[config.mk]
export PLATFORM = sky130hd
export DESIGN_NAME = next_line_prefetcher
export DESIGN_NICKNAME = d
export VERILOG_FILES = /design/src/rtl/next_line_prefetcher.sv
export SDC_FILE = /design/constraint.sdc
export NUM_CORES = 1
export LEC_CHECK = 0
export ABC_CLOCK_PERIOD_IN_PS = 3600
export CAP_MARGIN = 15
export CORE_AREA = 5 5 239 241
export CTS_BUF_LIST = sky130_fd_sc_hd__clkbuf_4 sky130_fd_sc_hd__clkbuf_8
export DETAILED_ROUTE_END_ITERATION = 16
export DIE_AREA = 0 0 244 246
export GPL_TIMING_DRIVEN = 1
export MAX_ROUTING_LAYER = met4
export SYNTH_ARGS = -nofsm -noshare
export SYNTH_HDL_FRONTEND = slang
export SYNTH_SLANG_ARGS = --single-unit
[constraint.sdc]
create_clock -name clk -period 3.6 [get_ports clk]
set_clock_uncertainty 0.05 [all_clocks]
set_input_delay 0.54 -clock clk [delete_from_list [all_inputs] [get_ports clk]]
set_output_delay 0.54 -clock clk [all_outputs]
set_load 0.05 [all_outputs]
[src/rtl/next_line_prefetcher.sv]
// next_line_prefetcher: fetches and buffers the line after a demand miss; PF_PAGE_BOUND_EN drops page-crossing prefetches
module next_line_prefetcher #(
  parameter int ADDR_WIDTH  = 32,
  parameter int LINE_BITS   = 256,
  parameter int OFFSET_BITS = 5,
  parameter int PAGE_BITS   = 12
) (
  input  logic                  clk,
  input  logic                  rst,
  input  logic                  prefetch_start,
  input  logic [ADDR_WIDTH-1:0] miss_address,
  input  logic                  lru_way,
  input  logic                  pf_taken,
  output logic                  prefetch_ready,
  output logic                  pf_cache_way,
  output logic [ADDR_WIDTH-1:0] pf_address,
  output logic [LINE_BITS-1:0]  pf_line,
  output logic                  pf_pmem_read,
  output logic [ADDR_WIDTH-1:0] pf_pmem_address,
  input  logic [LINE_BITS-1:0]  pf_pmem_rdata,
  input  logic                  pf_pmem_resp
);
`ifdef PF_PAGE_BOUND_EN
  localparam bit PAGE_EN = 1'b1;
`else
  localparam bit PAGE_EN = 1'b0;
`endif
  typedef enum logic [1:0] {IDLE, REQ, OFFER} state_t;
  state_t state;
  logic start_q, rise, carry, page_cross, drop, unused_offset;
  logic [ADDR_WIDTH-OFFSET_BITS-1:0] next_tag;
  logic [ADDR_WIDTH-1:0] next_addr;
  assign rise = prefetch_start & ~start_q;
  assign {carry, next_tag} = {1'b0, miss_address[ADDR_WIDTH-1:OFFSET_BITS]} + 1'b1;
  assign next_addr = {next_tag, {OFFSET_BITS{1'b0}}};
  assign page_cross = next_addr[ADDR_WIDTH-1:PAGE_BITS] != miss_address[ADDR_WIDTH-1:PAGE_BITS];
  assign drop = carry | (PAGE_EN & page_cross);
  assign unused_offset = ^miss_address[OFFSET_BITS-1:0];
  assign pf_pmem_address = pf_address;
  always_ff @(posedge clk) begin
    if (rst) begin
      state <= IDLE;
      start_q <= 1'b0;
      pf_address <= '0;
      pf_line <= '0;
      prefetch_ready <= 1'b0;
      pf_cache_way <= 1'b0;
      pf_pmem_read <= 1'b0;
    end else begin
      start_q <= prefetch_start;
      case (state)
        IDLE: if (rise && !drop) begin
          pf_address <= next_addr;
          pf_pmem_read <= 1'b1;
          state <= REQ;
        end
        REQ: if (pf_pmem_resp) begin
          pf_line <= pf_pmem_rdata;
          pf_pmem_read <= 1'b0;
          prefetch_ready <= 1'b1;
          pf_cache_way <= lru_way;
          state <= OFFER;
        end
        OFFER: if (pf_taken) begin
          prefetch_ready <= 1'b0;
          state <= IDLE;
        end
        default: state <= IDLE;
      endcase
    end
  end
endmodule
==> metrics list <==
* Fraction of synthesized area in multiplexers: 0.0934%
- Layout cells sized above 1: 7.00%
- In the detailed route, the total length drawn on met2 is 21,400 um.
- The clock passes through at most 3 buffers.
- The region available for standard cell placement spans 54,700 um2.
* Via count: 10,900
- The final critical path takes up 68.5% of the cycle.
- CTS saw 289 sinks.
* Detail-routed via count per cell: 4.14
- Compound-gate portion of the synthesized area: 15.3%
* Final weighted congestion in routability-driven placement: 0.910
- VDD sags by at most 0.228 mV.
* Outcome: complete, no violations
- Critical path required time: 3010 ps
* Horizontal extent of the die: 244 um
- Most frequent standard cell in the layout excluding fill and tap cells: clkdlybuf4s50_1
- Remaining antenna violation count: 0
- The later pin in the worst-skew pair is clocked with a latency of 600 ps.
* Pin slew with the least headroom to its limit: 672 ps
- Data arrival time at the worst-slack endpoint: 1870 ps
- Sequence of cells on the critical path: clkdlybuf4s50_1
- For this run, the number of standard cells in the final layout without fillers is 2,638.
* Period minus WS final: 2460 ps
- Input and output buffers added on the ports amount to 601.
- Clock-pin slew was measured on the worst setup and hold paths at 60 ps.
- Most used cells in the layout excluding fill and tap cells: clkdlybuf4s50_1 (600), nand2_1 (525), dfxtp_1 (289), a21oi_1 (262), clkbuf_8 (65)
- The min-delay analysis places its worst path in the category in -> reg.
- Commonest register cell after synthesis: dfxtp_1
- Number of placed instances, taps included: 2,544
- Post-synthesis sequential area ratio: 54.0%
- Summed over all cells, the static leakage comes to 6.20 nW.
- After floorplanning, the core was divided into 86 placement rows.
- Detailed placement ended at an HPWL of 31,100 um.
- TritonCTS built the clock tree.
- Global routing finished with a remaining overflow of 0.
- Critical Path Slowest Stage Cell: clkdlybuf4s50_1
* Maximum clock rate: 0.406 GHz
* Max incr delay on CP: 850 ps
* Total track usage: 13.4%
- Setup repair after global routing left no endpoint under its margin.
- Number of remaining DRC errors: 0
- Slew headroom: 55.2%
- Startpoint type of the worst setup path: register
* Top routing layer used: met4
- Buffers inserted to repair hold after CTS numbered 0.
* Antenna violations before repair: 5
- 617 I/O pins were placed.
- Counting flops with a built-in enable in the synthesized netlist gives 0.
* PwrDens: 453 nW/um2
- Count of maximum capacitance violations: 0
- In this run, synthesis produced a sequential element count of 289.
- Entering global routing, the biggest net connects 125 pins.
- For this block, the initial DRC count from the detailed router was 478.
- Path type of the worst setup path: reg -> out
* H-tree levels: 2
- Area of the mapped netlist: 10,700 um2
- Synthesized area per cell: 7.98 um2
* Slew Limit Fails: 0
- The number of clock buffers added by TritonCTS is 52.
- Wire length of the first global-routing pass: 62,400 um
- After detailed routing, the average wire length per cell comes to 16.0 um.
* Met3 Routed Length: 2940 um
- The number of buffers and inverters on the critical path is 1.
- Vertical die dimension: 246 um
- Starting density of the core: 19.6%
- Setup Buffers After CTS: 0
- The via count of the first global-routing pass came to 10,800.
- At the end of the flow the core is filled with cells to 33.6%.
* Yosys warns: 0
* Adder-cell share of the synthesized area: 0.117%
- Post-Route Setup TNS: 0 ps
- Dominant combinational cell family by area after synthesis: simple AND/OR/NAND/NOR gates
* Library cell used as clock root buffer: clkbuf_8
- CP endpoint kind: output port
- The total count of hold-check failures in the final report was 0.
- Signed area change from the synthesized netlist to the final layout: 71.4%
- Setup violators final: 0
- Among cell families on the critical path, the largest total delay comes from buffers and inverters.
- Simple-gate area share of the yosys netlist: 22.2%
- After clock tree synthesis, the repair step resized 0 gates.
- Post-Synthesis Cells: 1,343
- Xor/xnor cell area share of the yosys netlist: 2.04%
- Total length of routed wires: 42,100 um
- Total iterations of the first detailed-routing run: 4
- Total die area: 60,000 um2
* Share of async-settable or async-resettable flops after synthesis: 0%
* Unique cell type count in the Yosys netlist: 31
- Along the worst path, the maximum fanout reaches 3.
- In the final routing, the length of wire on met1 measures 16,600 um.
* Nets: 2,189
==> logic make-up after synthesis <==
| group | Yosys count |
|---|---|
| DFF | 289 |
| adders and majority gates | 1 |
| buffers and inverters | 134 |
| and+or+nand+nor | 603 |
| AOI/OAI and AO/OA | 289 |
| xor gates and xnor gates | 25 |
| muxes | 1 |
| other | 1 |
==> flip-flops by register name, summed over array words and instances (netlist names) <==
| name | flops |
|---|---|
| pf_address | 27 |
| pf_cache_way | 1 |
| pf_line | 256 |
| pf_pmem_read | 1 |
| prefetch_ready | 1 |
| start_q | 1 |
| state | 2 |
==> routing by layer <==
layer,vias to the layer above,global-route usage [%]
met1,5010,15.0
met2,392,23.1
li1,5426,-
met5,-,-
met4,0,4.66
met3,89,3.54
==> Yosys cell counts (all sizes together), types with 2 or more instances <==
master,instances,share of area (%)
a211oi,26,2.8
nor4,4,0.29
nor2,37,1.3
nand3,8,0.37
or2,2,0.12
and4,5,0.41
a21oi,262,12
dfxtp,289,54
inv,2,0.070
nor3,4,0.19
xnor2,14,1.1
clkbuf,85,3.0
buf,47,3.3
and2,2,0.12
nand2,525,18
nand4,11,0.64
xor2,11,0.90
==> layout make-up <==
type / instances / area [um2]
clock inverter: 11 / 118
multi-input combinational: 929 / 4300
antenna: 5 / 12.5
clock buffer: 78 / 992
fill: 5662 / 36300
inverter: 2 / 7.51
tap: 704 / 881
sequential: 289 / 5790
timing repair buffer: 620 / 6280
==> metrics by stage <==
step | cell area, um2 | hold WS [ps] | power, mW | setup WS [ps]
global route | 18400 | 354 | 8.73 | 1040
CTS | 18400 | 330 | 8.50 | 1040
floorplan | 10800 | 423 | 4.41 | 1700
finish | 18400 | 378 | 8.32 | 1140
global placement | 17300 | 391 | 5.12 | 752
detailed placement | 17300 | 396 | 5.13 | 750
==> path summary, 6_finish.rpt <==
path | from | to | slack, ps | cells past startpoint
setup / recovery | pf_address[27] | pf_address[27] | 1140 | 1
setup reg to reg | state[1] | pf_address[8] | 1470 | 5
hold / removal | rst | pf_line[245] | 380 | 2
hold reg to reg | pf_line[62] | pf_line[62] | 400 | 2
==> power by group <==
group | switching, mW | internal, mW
Sequential | 0.0812 | 3.33
Clock | 1.37 | 1.90
Combinational | 0.987 | 0.654
(Power assumes the default switching activity.)
